**config.mk**
```make
export PLATFORM = sky130hd
export DESIGN_NAME = rs_alu_station_flat
export DESIGN_NICKNAME = d
export VERILOG_FILES = /design/src/rtl/rs_alu_station_if.sv /design/src/rtl/rs_alu_station.sv /design/src/flat_wrapper.sv
export SDC_FILE = /design/constraint.sdc
export NUM_CORES = 1
export LEC_CHECK = 0
export CAP_MARGIN = 25
export CORE_UTILIZATION = 50
export DETAILED_ROUTE_END_ITERATION = 8
export HOLD_SLACK_MARGIN = 0.08
export PLACE_DENSITY = 0.71
export SYNTH_ARGS = -nofsm -noshare
export SYNTH_HDL_FRONTEND = slang
export SYNTH_SLANG_ARGS = --single-unit
```
**constraint.sdc**
```tcl
create_clock -name clock -period 10.35 [get_ports clock]
set_input_delay 1.035 -clock clock [delete_from_list [all_inputs] [get_ports clock]]
set_output_delay 1.035 -clock clock [all_outputs]
set_load 0.05 [all_outputs]
```
**src/rtl/rs_alu_station_if.sv**
```systemverilog
// -----------------------------------------------------------------------------
// rs_alu_station_if
// Bundles the dispatch, CDB, flush and issue signals of the ALU reservation
// station into one interface.
//   master : the side that dispatches, broadcasts, flushes and accepts issue
//            (instruction decode / ROB / execute, or a testbench)
//   slave  : the reservation station itself
// Signal groups:
//   disp_*    dispatch request and operand/tag payload from stage_id
//   cdb_*     common data bus broadcast (wakeup)
//   rs_clear  flush of every entry (ROB clear on mispredict)
//   issue_*   selected instruction towards the ALU, valid/ready handshake
//   rs_full, free_count  occupancy status, derived from registered state
// -----------------------------------------------------------------------------
interface rs_alu_station_if #(
    parameter int RS_DEPTH  = 4,
    parameter int TAG_BITS  = 5,
    parameter int FUNC_BITS = 5
);
    localparam int CNT_W = $clog2(RS_DEPTH) + 1;

    // dispatch
    logic                 disp_valid;
    logic                 disp_opa_ready;
    logic [31:0]          disp_opa_value;
    logic [TAG_BITS-1:0]  disp_opa_tag;
    logic                 disp_opb_ready;
    logic [31:0]          disp_opb_value;
    logic [TAG_BITS-1:0]  disp_opb_tag;
    logic [TAG_BITS-1:0]  disp_dest_tag;
    logic [FUNC_BITS-1:0] disp_func;

    // wakeup broadcast
    logic                 cdb_valid;
    logic [TAG_BITS-1:0]  cdb_tag;
    logic [31:0]          cdb_value;

    // flush
    logic                 rs_clear;

    // issue
    logic                 issue_ready;
    logic                 issue_valid;
    logic [31:0]          issue_opa;
    logic [31:0]          issue_opb;
    logic [TAG_BITS-1:0]  issue_dest_tag;
    logic [FUNC_BITS-1:0] issue_func;

    // status
    logic                 rs_full;
    logic [CNT_W-1:0]     free_count;

    modport master (
        output disp_valid, disp_opa_ready, disp_opa_value, disp_opa_tag,
               disp_opb_ready, disp_opb_value, disp_opb_tag,
               disp_dest_tag, disp_func,
               cdb_valid, cdb_tag, cdb_value,
               rs_clear, issue_ready,
        input  issue_valid, issue_opa, issue_opb, issue_dest_tag, issue_func,
               rs_full, free_count
    );

    modport slave (
        input  disp_valid, disp_opa_ready, disp_opa_value, disp_opa_tag,
               disp_opb_ready, disp_opb_value, disp_opb_tag,
               disp_dest_tag, disp_func,
               cdb_valid, cdb_tag, cdb_value,
               rs_clear, issue_ready,
        output issue_valid, issue_opa, issue_opb, issue_dest_tag, issue_func,
               rs_full, free_count
    );
endinterface

```
**src/rtl/rs_alu_station.sv**
```systemverilog
// -----------------------------------------------------------------------------
// rs_alu_station
// Reservation station for renamed ALU instructions. Holds up to RS_DEPTH
// entries, captures missing operands from the CDB, and issues the oldest
// fully-ready entry each cycle under a valid/ready handshake.
// Ports:
//   clock  rising-edge system clock
//   reset  asynchronous active-low reset
//   bus    rs_alu_station_if.slave (dispatch, CDB, clear, issue, status)
// -----------------------------------------------------------------------------
module rs_alu_station #(
    parameter int RS_DEPTH  = 4,
    parameter int TAG_BITS  = 5,
    parameter int FUNC_BITS = 5
) (
    input  logic              clock,
    input  logic              reset,
    rs_alu_station_if.slave   bus
);
    localparam int IDX_W = $clog2(RS_DEPTH);
    localparam int CNT_W = IDX_W + 1;
    localparam logic [IDX_W-1:0] AGE_MAX = IDX_W'(RS_DEPTH - 1);

    // ---------------------------------------------------------------------
    // Entry storage
    // ---------------------------------------------------------------------
    logic [RS_DEPTH-1:0]  busy_q, busy_d;
    logic [RS_DEPTH-1:0]  opa_rdy_q, opa_rdy_d;
    logic [RS_DEPTH-1:0]  opb_rdy_q, opb_rdy_d;
    logic [31:0]          opa_val_q  [RS_DEPTH];
    logic [31:0]          opa_val_d  [RS_DEPTH];
    logic [31:0]          opb_val_q  [RS_DEPTH];
    logic [31:0]          opb_val_d  [RS_DEPTH];
    logic [TAG_BITS-1:0]  opa_tag_q  [RS_DEPTH];
    logic [TAG_BITS-1:0]  opa_tag_d  [RS_DEPTH];
    logic [TAG_BITS-1:0]  opb_tag_q  [RS_DEPTH];
    logic [TAG_BITS-1:0]  opb_tag_d  [RS_DEPTH];
    logic [TAG_BITS-1:0]  dest_tag_q [RS_DEPTH];
    logic [TAG_BITS-1:0]  dest_tag_d [RS_DEPTH];
    logic [FUNC_BITS-1:0] func_q     [RS_DEPTH];
    logic [FUNC_BITS-1:0] func_d     [RS_DEPTH];
    logic [IDX_W-1:0]     age_q      [RS_DEPTH];
    logic [IDX_W-1:0]     age_d      [RS_DEPTH];

    // ---------------------------------------------------------------------
    // Per-entry match / readiness vectors
    // ---------------------------------------------------------------------
    logic [RS_DEPTH-1:0] opa_hit;
    logic [RS_DEPTH-1:0] opb_hit;
    logic [RS_DEPTH-1:0] entry_ready;

    generate
        for (genvar gi = 0; gi < RS_DEPTH; gi++) begin : g_match
            assign opa_hit[gi]     = bus.cdb_valid && busy_q[gi] && !opa_rdy_q[gi]
                                     && (opa_tag_q[gi] == bus.cdb_tag);
            assign opb_hit[gi]     = bus.cdb_valid && busy_q[gi] && !opb_rdy_q[gi]
                                     && (opb_tag_q[gi] == bus.cdb_tag);
            // Readiness comes from registered flags only, so a CDB hit this
            // cycle cannot make the entry issue until the next cycle.
            assign entry_ready[gi] = busy_q[gi] && opa_rdy_q[gi] && opb_rdy_q[gi];
        end
    endgenerate

    // ---------------------------------------------------------------------
    // Issue selection: highest age wins, strict compare keeps the lowest
    // index on ties.
    // ---------------------------------------------------------------------
    logic             sel_found;
    logic [IDX_W-1:0] sel_idx;
    logic [IDX_W-1:0] sel_age;

    always_comb begin
        sel_found = 1'b0;
        sel_idx   = '0;
        sel_age   = '0;
        for (int i = 0; i < RS_DEPTH; i++) begin
            if (entry_ready[i] && (!sel_found || (age_q[i] > sel_age))) begin
                sel_found = 1'b1;
                sel_idx   = IDX_W'(i);
                sel_age   = age_q[i];
            end
        end
    end

    // ---------------------------------------------------------------------
    // Free-slot search and occupancy, both from registered busy bits
    // ---------------------------------------------------------------------
    logic             free_found;
    logic [IDX_W-1:0] free_idx;
    logic [CNT_W-1:0] free_cnt;

    always_comb begin
        free_found = 1'b0;
        free_idx   = '0;
        free_cnt   = '0;
        for (int i = 0; i < RS_DEPTH; i++) begin
            if (!busy_q[i]) begin
                free_cnt = free_cnt + CNT_W'(1);
                if (!free_found) begin
                    free_found = 1'b1;
                    free_idx   = IDX_W'(i);
                end
            end
        end
    end

    logic full;
    logic disp_fire;
    logic issue_fire;

    assign full       = (free_cnt == '0);
    assign disp_fire  = bus.disp_valid && !full;
    assign issue_fire = sel_found && bus.issue_ready;

    // Dispatch operands with same-cycle CDB bypass
    logic        disp_a_byp, disp_b_byp;
    logic        disp_a_rdy, disp_b_rdy;
    logic [31:0] disp_a_val, disp_b_val;

    assign disp_a_byp = bus.cdb_valid && !bus.disp_opa_ready && (bus.disp_opa_tag == bus.cdb_tag);
    assign disp_b_byp = bus.cdb_valid && !bus.disp_opb_ready && (bus.disp_opb_tag == bus.cdb_tag);
    assign disp_a_rdy = bus.disp_opa_ready || disp_a_byp;
    assign disp_b_rdy = bus.disp_opb_ready || disp_b_byp;
    assign disp_a_val = disp_a_byp ? bus.cdb_value :
                        (bus.disp_opa_ready ? bus.disp_opa_value : 32'd0);
    assign disp_b_val = disp_b_byp ? bus.cdb_value :
                        (bus.disp_opb_ready ? bus.disp_opb_value : 32'd0);

    // ---------------------------------------------------------------------
    // Next-state for every entry
    // ---------------------------------------------------------------------
    always_comb begin
        busy_d    = busy_q;
        opa_rdy_d = opa_rdy_q;
        opb_rdy_d = opb_rdy_q;
        for (int i = 0; i < RS_DEPTH; i++) begin
            opa_val_d[i]  = opa_val_q[i];
            opb_val_d[i]  = opb_val_q[i];
            opa_tag_d[i]  = opa_tag_q[i];
            opb_tag_d[i]  = opb_tag_q[i];
            dest_tag_d[i] = dest_tag_q[i];
            func_d[i]     = func_q[i];
            age_d[i]      = age_q[i];

            if (bus.rs_clear || (issue_fire && (sel_idx == IDX_W'(i)))) begin
                // Flush beats everything; an issued entry simply empties.
                busy_d[i]     = 1'b0;
                opa_rdy_d[i]  = 1'b0;
                opb_rdy_d[i]  = 1'b0;
                opa_val_d[i]  = '0;
                opb_val_d[i]  = '0;
                opa_tag_d[i]  = '0;
                opb_tag_d[i]  = '0;
                dest_tag_d[i] = '0;
                func_d[i]     = '0;
                age_d[i]      = '0;
            end else if (busy_q[i]) begin
                if (opa_hit[i]) begin
                    opa_rdy_d[i] = 1'b1;
                    opa_val_d[i] = bus.cdb_value;
                end
                if (opb_hit[i]) begin
                    opb_rdy_d[i] = 1'b1;
                    opb_val_d[i] = bus.cdb_value;
                end
                if (disp_fire && (age_q[i] != AGE_MAX))
                    age_d[i] = age_q[i] + IDX_W'(1);
            end else if (disp_fire && (free_idx == IDX_W'(i))) begin
                // free_idx only ever points at a non-busy entry, so the slot
                // being issued this cycle is never reused until next cycle.
                busy_d[i]     = 1'b1;
                opa_rdy_d[i]  = disp_a_rdy;
                opb_rdy_d[i]  = disp_b_rdy;
                opa_val_d[i]  = disp_a_val;
                opb_val_d[i]  = disp_b_val;
                opa_tag_d[i]  = bus.disp_opa_tag;
                opb_tag_d[i]  = bus.disp_opb_tag;
                dest_tag_d[i] = bus.disp_dest_tag;
                func_d[i]     = bus.disp_func;
                age_d[i]      = '0;
            end
        end
    end

    always_ff @(posedge clock or negedge reset) begin
        if (!reset) begin
            busy_q    <= '0;
            opa_rdy_q <= '0;
            opb_rdy_q <= '0;
            for (int i = 0; i < RS_DEPTH; i++) begin
                opa_val_q[i]  <= '0;
                opb_val_q[i]  <= '0;
                opa_tag_q[i]  <= '0;
                opb_tag_q[i]  <= '0;
                dest_tag_q[i] <= '0;
                func_q[i]     <= '0;
                age_q[i]      <= '0;
            end
        end else begin
            busy_q    <= busy_d;
            opa_rdy_q <= opa_rdy_d;
            opb_rdy_q <= opb_rdy_d;
            for (int i = 0; i < RS_DEPTH; i++) begin
                opa_val_q[i]  <= opa_val_d[i];
                opb_val_q[i]  <= opb_val_d[i];
                opa_tag_q[i]  <= opa_tag_d[i];
                opb_tag_q[i]  <= opb_tag_d[i];
                dest_tag_q[i] <= dest_tag_d[i];
                func_q[i]     <= func_d[i];
                age_q[i]      <= age_d[i];
            end
        end
    end

    // ---------------------------------------------------------------------
    // Outputs
    // ---------------------------------------------------------------------
    assign bus.rs_full        = full;
    assign bus.free_count     = free_cnt;
    assign bus.issue_valid    = sel_found;
    assign bus.issue_opa      = sel_found ? opa_val_q[sel_idx]  : '0;
    assign bus.issue_opb      = sel_found ? opb_val_q[sel_idx]  : '0;
    assign bus.issue_dest_tag = sel_found ? dest_tag_q[sel_idx] : '0;
    assign bus.issue_func     = sel_found ? func_q[sel_idx]     : '0;

endmodule

```
**src/flat_wrapper.sv**
```systemverilog
// flat-port wrapper written by rule: the top's interface ports become plain ports
module rs_alu_station_flat 
#(
    parameter int RS_DEPTH  = 4,
    parameter int TAG_BITS  = 5,
    parameter int FUNC_BITS = 5
)
  (clock, reset, bus_disp_valid, bus_disp_opa_ready, bus_disp_opa_value, bus_disp_opa_tag, bus_disp_opb_ready, bus_disp_opb_value, bus_disp_opb_tag, bus_disp_dest_tag, bus_disp_func, bus_cdb_valid, bus_cdb_tag, bus_cdb_value, bus_rs_clear, bus_issue_ready, bus_issue_valid, bus_issue_opa, bus_issue_opb, bus_issue_dest_tag, bus_issue_func, bus_rs_full, bus_free_count);
  rs_alu_station_if #(.RS_DEPTH(RS_DEPTH), .TAG_BITS(TAG_BITS), .FUNC_BITS(FUNC_BITS)) bus_i ();
  input  logic clock;
  input  logic reset;
  input wire logic [$bits(bus_i.disp_valid)-1:0] bus_disp_valid;
  input wire logic [$bits(bus_i.disp_opa_ready)-1:0] bus_disp_opa_ready;
  input wire logic [$bits(bus_i.disp_opa_value)-1:0] bus_disp_opa_value;
  input wire logic [$bits(bus_i.disp_opa_tag)-1:0] bus_disp_opa_tag;
  input wire logic [$bits(bus_i.disp_opb_ready)-1:0] bus_disp_opb_ready;
  input wire logic [$bits(bus_i.disp_opb_value)-1:0] bus_disp_opb_value;
  input wire logic [$bits(bus_i.disp_opb_tag)-1:0] bus_disp_opb_tag;
  input wire logic [$bits(bus_i.disp_dest_tag)-1:0] bus_disp_dest_tag;
  input wire logic [$bits(bus_i.disp_func)-1:0] bus_disp_func;
  input wire logic [$bits(bus_i.cdb_valid)-1:0] bus_cdb_valid;
  input wire logic [$bits(bus_i.cdb_tag)-1:0] bus_cdb_tag;
  input wire logic [$bits(bus_i.cdb_value)-1:0] bus_cdb_value;
  input wire logic [$bits(bus_i.rs_clear)-1:0] bus_rs_clear;
  input wire logic [$bits(bus_i.issue_ready)-1:0] bus_issue_ready;
  output wire logic [$bits(bus_i.issue_valid)-1:0] bus_issue_valid;
  output wire logic [$bits(bus_i.issue_opa)-1:0] bus_issue_opa;
  output wire logic [$bits(bus_i.issue_opb)-1:0] bus_issue_opb;
  output wire logic [$bits(bus_i.issue_dest_tag)-1:0] bus_issue_dest_tag;
  output wire logic [$bits(bus_i.issue_func)-1:0] bus_issue_func;
  output wire logic [$bits(bus_i.rs_full)-1:0] bus_rs_full;
  output wire logic [$bits(bus_i.free_count)-1:0] bus_free_count;
  assign bus_i.disp_valid = bus_disp_valid;
  assign bus_i.disp_opa_ready = bus_disp_opa_ready;
  assign bus_i.disp_opa_value = bus_disp_opa_value;
  assign bus_i.disp_opa_tag = bus_disp_opa_tag;
  assign bus_i.disp_opb_ready = bus_disp_opb_ready;
  assign bus_i.disp_opb_value = bus_disp_opb_value;
  assign bus_i.disp_opb_tag = bus_disp_opb_tag;
  assign bus_i.disp_dest_tag = bus_disp_dest_tag;
  assign bus_i.disp_func = bus_disp_func;
  assign bus_i.cdb_valid = bus_cdb_valid;
  assign bus_i.cdb_tag = bus_cdb_tag;
  assign bus_i.cdb_value = bus_cdb_value;
  assign bus_i.rs_clear = bus_rs_clear;
  assign bus_i.issue_ready = bus_issue_ready;
  assign bus_issue_valid = bus_i.issue_valid;
  assign bus_issue_opa = bus_i.issue_opa;
  assign bus_issue_opb = bus_i.issue_opb;
  assign bus_issue_dest_tag = bus_i.issue_dest_tag;
  assign bus_issue_func = bus_i.issue_func;
  assign bus_rs_full = bus_i.rs_full;
  assign bus_free_count = bus_i.free_count;
  rs_alu_station #(.RS_DEPTH(RS_DEPTH), .TAG_BITS(TAG_BITS), .FUNC_BITS(FUNC_BITS)) u_core (.clock(clock), .reset(reset), .bus(bus_i));
endmodule
```
# Word-level counts from Yosys, hierarchy flattened
# Cells that the tools add are included.
op_classes:
  add_sub_neg: 7
  n_lt_le_gt_ge: 4
  n_eq_ne: 36
  mux: 183
  n_bitwise: 1
  n_reduce_logical: 99
ops:
  columns: ["operator", "count"]
  rows:
  - ["$mux 32", 42]
  - ["$mux 5", 54]
  - ["$bmux 32 s2", 2]
  - ["$mux 1", 54]
  - ["$mux 2", 26]
  - ["$eq 5x5->1", 10]
  - ["$logic_and 1x1->1", 49]
  - ["$ne 3x3->1 const B", 12]
  - ["$reduce_and 2->1", 16]
  - ["$bmux 5 s2", 2]
  - ["$ne 2x2->1 const B", 8]
  - ["$logic_not 1->1", 14]
  - ["$reduce_bool 3->1", 4]
  - ["$logic_or 1x1->1", 9]
  - ["$mux 3", 3]
  - ["$add 2x1->2 const B", 4]
  - ["$eq 2x2->1 const B", 4]
  - ["$reduce_bool 2->1", 4]
  - ["$add 3x1->3 const B", 2]
  - ["$gt 2x2->1", 3]
  - ["$eq 2x1->1 const B", 2]
  - ["$logic_not 2->1", 2]
  - ["$ge 3x3->1 const B", 1]
  - ["$logic_not 3->1", 1]
  - ["2 further kinds", 2]
totals:
  register_bits: 356
  in_bits: 129
  wordCells: 367

# Longest topological paths before layout
logic_depth:
  ltp_word: 20
  depth_mapped: 26
  mapped_depth_nobuf: 21

# Least setup slack after synthesis
# No wires, ideal clock.
synth_path:
  kind: "register -> output"
  start: "reg u_core.busy_q[0]"
  end: "out bus_issue_opa[10]"
  arrival_ns: 5.973
  t_required_ns: 9.315
  path_slack_ns: 3.342
  stages_incl_launch_ff: 23
  n_path_buf: 4
  cell_sequence: "dfrtp_1 > and3_1 > nand2_1 > ha_1 > nor2b_1 > o21ai_0 > a21oi_1 > clkbuf_1 > buf_2 > mux2_2 > ha_1 > nand2_1 > o21ai_0 > a21oi_1 > mux2_2 > ha_1 > nor2b_1 > o211ai_1 > and2_1 > clkbuf_1 > buf_1 > a222oi_1 > nor2_1"
synth_between:
  elab_chain_len: 20
  word_cells_on_any_way: 29
synth_rtl:
  columns: ["element", "line_no", "rtl"]
  rows:
  - ["from (decl)", "rs_alu_station.sv:27", "logic [RS_DEPTH-1:0] busy_q, busy_d;"]
  - ["from (signal assigned)", "rs_alu_station.sv:200", "busy_q <= busy_d;"]
  - ["$logic_and 1x1->1 (*) (2 in a row)", "rs_alu_station.sv:60", "assign entry_ready[gi] = busy_q[gi] && opa_rdy_q[gi] && opb_rdy_q[gi];"]
  - ["$mux 2 / $mux 1 (equally long branches)", "rs_alu_station.sv:77", "if (entry_ready[i] && (!sel_found || (age_q[i] > sel_age))) begin"]
  - ["$gt 2x2->1 / $logic_not 1->1 (equally long branches)", "rs_alu_station.sv:77", null]
  - ["$logic_or 1x1->1", "rs_alu_station.sv:77", null]
  - ["$logic_and 1x1->1", "rs_alu_station.sv:77", null]
  - ["$mux 2 / $mux 1 (equally long branches)", "rs_alu_station.sv:77", null]
  - ["$gt 2x2->1 / $logic_not 1->1 (equally long branches)", "rs_alu_station.sv:77", null]
  - ["$logic_or 1x1->1", "rs_alu_station.sv:77", null]
  - ["[2 not listed]", null, null]
  - ["$gt 2x2->1 / $logic_not 1->1 (equally long branches)", "rs_alu_station.sv:77", null]
  - ["$logic_or 1x1->1", "rs_alu_station.sv:77", null]
  - ["$logic_and 1x1->1", "rs_alu_station.sv:77", null]
  - ["$mux 2", "rs_alu_station.sv:77", null]
  - ["$not 2->3 (implied by the code)", "rs_alu_station.sv:221", "assign bus.issue_opa = sel_found ? opa_val_q[sel_idx] : '0;"]
  - ["$bmux 32 s2", "rs_alu_station.sv:221", null]
  - ["$mux 32 (implied by the code) (2 in a row)", "rs_alu_station.sv:221", null]
  - ["$mux 32 (*)", "rs_alu_station.sv:221", null]
  - ["to (decl)", "flat_wrapper.sv:27", "output wire logic [$bits(bus_i.issue_opa)-1:0] bus_issue_opa;"]
# Every way passes the cells marked *; elsewhere a longest branch is shown, timed or not. The select of a mux whose other input is x is not followed.

# Worst setup path in the final report
layout_path:
  start: "reg u_core.opb_rdy_q[0]"
  end: "out bus_issue_opb[0]"
layout_between:
  elab_chain_len: 19
  word_cells_on_any_way: 28
layout_rtl:
  columns: ["element", "line_no", "rtl"]
  rows:
  - ["from (decl)", "rs_alu_station.sv:29", "logic [RS_DEPTH-1:0] opb_rdy_q, opb_rdy_d;"]
  - ["from (signal assigned)", "rs_alu_station.sv:202", "opb_rdy_q <= opb_rdy_d;"]
  - ["$logic_and 1x1->1 (*)", "rs_alu_station.sv:60", null]
  - ["$mux 2 / $mux 1 (equally long branches)", "rs_alu_station.sv:77", null]
  - ["$gt 2x2->1 / $logic_not 1->1 (equally long branches)", "rs_alu_station.sv:77", null]
  - ["$logic_or 1x1->1", "rs_alu_station.sv:77", null]
  - ["$logic_and 1x1->1", "rs_alu_station.sv:77", null]
  - ["$mux 2 / $mux 1 (equally long branches)", "rs_alu_station.sv:77", null]
  - ["$gt 2x2->1 / $logic_not 1->1 (equally long branches)", "rs_alu_station.sv:77", null]
  - ["$logic_or 1x1->1", "rs_alu_station.sv:77", null]
  - ["[2 not listed]", null, null]
  - ["$gt 2x2->1 / $logic_not 1->1 (equally long branches)", "rs_alu_station.sv:77", null]
  - ["$logic_or 1x1->1", "rs_alu_station.sv:77", null]
  - ["$logic_and 1x1->1", "rs_alu_station.sv:77", null]
  - ["$mux 2", "rs_alu_station.sv:77", null]
  - ["$not 2->3 (implied by the code)", "rs_alu_station.sv:222", "assign bus.issue_opb = sel_found ? opb_val_q[sel_idx] : '0;"]
  - ["$bmux 32 s2", "rs_alu_station.sv:222", null]
  - ["$mux 32 (implied by the code) (2 in a row)", "rs_alu_station.sv:222", null]
  - ["$mux 32 (*)", "rs_alu_station.sv:222", null]
  - ["to (decl)", "flat_wrapper.sv:28", "output wire logic [$bits(bus_i.issue_opb)-1:0] bus_issue_opb;"]
# Marks and branches as above.

==> results.yml <==
floorplanning:
  dieArea_mm2: 0.0423
  core_mm2: 0.0408
  start_util: 0.508
  fp.dieW_um: 206
  die_h_um: 206
  rows: 74
  io_pins: 208
global_route:
  antenna_found_initial: 3
  grt.total_usage: 0.335
  grt_pass1_vias: 18100
  grt_first_pass_wirelength_um: 109000
  gr-total-overflow: 0
  grt_start_max_net_pins: 169
timing:
  period_minus_slack_ps: 8460
  max_slew_margin: 0.300
  drv_slew: 0
  fin_crit_sh: 0.818
  worst_slack_ps: 1890
  fin_worst_skew_ps: 19.4
  hold_viol_final: 0
  setup_viol: 0
  tightest_slew_ps: 1050
  clock.fmax_ghz: 0.118
  rsz0062_at_grt: "no"
  setup_tns_ps: 0
setup_path:
  r2r_end: "u_core.func_q[13]$_DFFE_PN0P_"
  worst-path-buf-inv: 3
  critPathMaxFanout: 39
  crit_cells: 21
  cp_cell_sequence: "and3_1 -> nand2_1 -> ha_1 -> nor2b_1 -> o21ai_0 -> a21oi_4 -> mux2_2 -> ha_1 -> nand2_1 -> o21ai_0 -> a21oi_1 -> buf_4 -> mux2_2 -> ha_1 -> nor2b_1 -> o211ai_1 -> and2_2 -> buf_4 -> a222oi_1 -> nor2_1 -> clkdlybuf4s50_1"
  slowest_stage: "clkdlybuf4s50_1"
  reg2reg_slack_ps: 3920
  critPathLaunch: "u_core.opb_rdy_q[0]$_DFFE_PN0P_"
  reg2reg_depth: 21
  slowest_delay_ps: 830
  end_kind: "output port"
  crit_top_cell: "ha_1"
  cp_top_family: "simple AND/OR/NAND/NOR gates"
  criticalPathCategory: "register to output port"
  worstSetupEndpoint: "bus_issue_opb[0]"
  r2r_start: "u_core.opb_rdy_q[0]$_DFFE_PN0P_"
  critPathArrivalTime_ps: 7430
  critPathLaunchType: "register"
  required_ps: 9320
drt:
  route.detailed.drc: 2
  dr.pass1.iters: 9
  vias: 19100
  detail_route.iter0.violations: 2797
  drt-total-wl_um: 71100
  ant_nets: 0
  viasPerCell: 6.69
  wl_per_cell_um: 24.9
power_and_ir_drop:
  total_power_mw: 3.96
  p_comb_frac: 0.226
  swShare: 0.304
  internal_power_mw: 2.75
  vdd_drop_max_v: 0.000141
  pwr-share-seq: 0.403
  clkPwrFrac: 0.372
  p_switching_mw: 1.20
  p_leak_nw: 10.5
  powerDensity_mw_per_mm2: 162
cts:
  clkSinkCount: 356
  worst_skew_pair.late_latency_ps: 550
  cts_resized: 0
  root_buffer: "clkbuf_16"
  cts_setup_buffers: 0
  ctsHoldBuffers: 0
  cts_tree: "done"
  htreeDepth: 2
  cts_made_buffers: 41
  path_clk_slew_ps: 60
  cts_buffer_depth: 3
synth:
  synthesis.nets: 2389
  yosys.area.top_type_share: 0.430
  async_flop_share: 1.00
  synthFlopType: "dfrtp_1"
  synth_cell_types: 57
  synth_seq_area_share: 0.430
  synth.avg_cell_area_um2: 9.23
  synth.largest_area_cell: "dfrtp_1"
  syn_inst: 2246
  syn_area_mm2: 0.0207
  ys_top_cells_by_area: "dfrtp_1 43%, mux2_2 6.7%, nor2_1 5.3%, nand2_1 5.2%, mux2i_1 5.1%"
  yosysWarnings: 0
  synth_edf_count: 0
  ys_seq_elements: 356
place:
  placed_area_mm2: 0.0230
  gp_congestion: 0.908
  dp_slack_ps: 2560
  dp_hpwl_um: 44200
  numPortBuffers: 207
finish:
  fin_area_mm2: 0.0245
  drive_above_1_share: 0.119
  finalNetCount: 2435
  area_growth_pct: 17.9
run:
  cap_violations: 0
outcome:
  violations: "DRC"
  outcome: "complete, but fails checks"
hold_path:
  min_path_type: "primary input to async pin"
-- final cells by class --
| type | instances | area, um2 |
|---|---|---|
| Antenna cell | 1 | 2.50 |
| Fill cell | 3490 | 16400 |
| Clock inverter | 10 | 139 |
| Tap cell | 532 | 666 |
| Timing Repair Buffer | 254 | 2560 |
| Inverter | 11 | 41.3 |
| Clock buffer | 61 | 1210 |
| Sequential cell | 356 | 8910 |
| Multi-Input combinational cell | 1628 | 10900 |
-- worst register-to-register path, stage by stage (launching register included) --
cell	delay, ps
dfrtp_1	410
and3_1	270
nand2_1	110
ha_1	300
nor2b_1	180
o21ai_0	160
a21oi_4	540
mux2_2	430
ha_1	270
nand2_1	80
o21ai_0	80
a21oi_1	180
buf_4	220
mux2_2	360
ha_1	300
nor2b_1	200
o211ai_1	150
and3_1	270
a21oi_4	160
buf_4	730
o21a_1	730
a22o_1	240
-- cell usage in the layout, fill, tap and decap left out, types with 10 or more instances in the layout --
cell type / Yosys / routed
a22oi_1: 96 / 96
nand2b_1: 37 / 37
ha_1: 14 / 14
buf_4: 9 / 39
a21oi_1: 134 / 131
clkdlybuf4s50_1: 0 / 205
mux2_1: 18 / 18
inv_1: 11 / 10
clkbuf_16: 0 / 42
mux2i_1: 106 / 106
clkbuf_1: 187 / 10
o31ai_1: 130 / 130
nor2_1: 293 / 290
a222oi_1: 74 / 74
mux2_2: 124 / 124
xnor2_1: 38 / 38
xor2_1: 15 / 15
nand3_1: 76 / 75
a22o_1: 20 / 20
a221o_1: 64 / 64
nand2_1: 285 / 284
dfrtp_1: 356 / 353
-- registers in the layout, summed over array words and instances, names as in the netlist --
| register | count |
|---|---|
| u_core.opa_val_q | 128 |
| u_core.busy_q | 4 |
| u_core.func_q | 20 |
| u_core.dest_tag_q | 20 |
| u_core.opa_rdy_q | 4 |
| u_core.age_q | 8 |
| u_core.opb_val_q | 128 |
| u_core.opb_rdy_q | 4 |
| u_core.opa_tag_q | 20 |
| u_core.opb_tag_q | 20 |
-- routing by layer --
| layer | up-vias | global-route usage | share of wire |
|---|---|---|---|
| met5 | - | 0 | 0.00018 |
| met4 | 2 | 0.120 | 0.033 |
| met3 | 146 | 0.0660 | 0.11 |
| met2 | 1240 | 0.491 | 0.44 |
| met1 | 9426 | 0.488 | 0.42 |
| li1 | 8263 | - | - |
-- power by group through the flow --
stage	Combinational, mW	Clock (mW)	Sequential [mW]
after floorplan	0.598	0	1.58
after global placement	0.858	0	1.61
after detailed placement	0.874	0	1.61
after CTS	0.878	1.48	1.59
after global routing	0.955	1.54	1.60
final	0.893	1.47	1.59
-- cell usage after synthesis, types with 14 or more instances --
master	count
a22o_1	20
a221o_1	64
xnor2_1	38
dfrtp_1	356
a21oi_1	134
a222oi_1	74
mux2i_1	106
nand2_1	285
clkbuf_1	187
nand3_1	76
nor2_1	293
nand2b_1	37
buf_1	20
mux2_2	124
a22oi_1	96
o31ai_1	130
ha_1	14
buf_2	35
xor2_1	15
mux2_1	18
-- worst min path at each step --
stage                                           start                                end  slack (ps)  cells past startpoint
global placement     u_core.opa_val_q[99]$_DFFE_PN0P_   u_core.opa_val_q[99]$_DFFE_PN0P_         460                      2
floorplan           u_core.opa_val_q[100]$_DFFE_PN0P_  u_core.opa_val_q[100]$_DFFE_PN0P_         440                      2
detailed placement  u_core.opa_val_q[110]$_DFFE_PN0P_  u_core.opa_val_q[110]$_DFFE_PN0P_         460                      2
finish                                          reset   u_core.opa_val_q[62]$_DFFE_PN0P_         470                      1
global route        u_core.opb_val_q[118]$_DFFE_PN0P_  u_core.opb_val_q[118]$_DFFE_PN0P_         490                      1
CTS                 u_core.opa_val_q[119]$_DFFE_PN0P_  u_core.opa_val_q[119]$_DFFE_PN0P_         470                      2
-- cell families (layout without fill, tap and decap cells) --
group | after synthesis | in the layout | synth area share
adder cells (fa/ha/maj) | 14 | 14 | 0.00845
other | 0 | 1 | 0
multiplexers | 249 | 249 | 0.129
flip-flops | 356 | 356 | 0.430
AND/OR/NAND/NOR | 758 | 758 | 0.156
XOR/XNOR | 53 | 53 | 0.0224
buffers and inverters | 262 | 336 | 0.0512
AO/OA/AOI/OAI | 554 | 554 | 0.203
-- per-stage QoR --
| step | instances | hold WS [ps] | utilization |
|---|---|---|---|
| 2_1_floorplan | 2246 | 445 | - |
| 3_3_place_gp | 2774 | 455 | 0.562 |
| 3_5_place_dp | 2778 | 462 | 0.564 |
| 4_1_cts | 2849 | 475 | 0.597 |
| 5_1_grt | 2853 | 494 | 0.599 |
| 6_report | 2853 | 472 | 0.599 |
No activity file was read; power rests on OpenSTA's default activity.
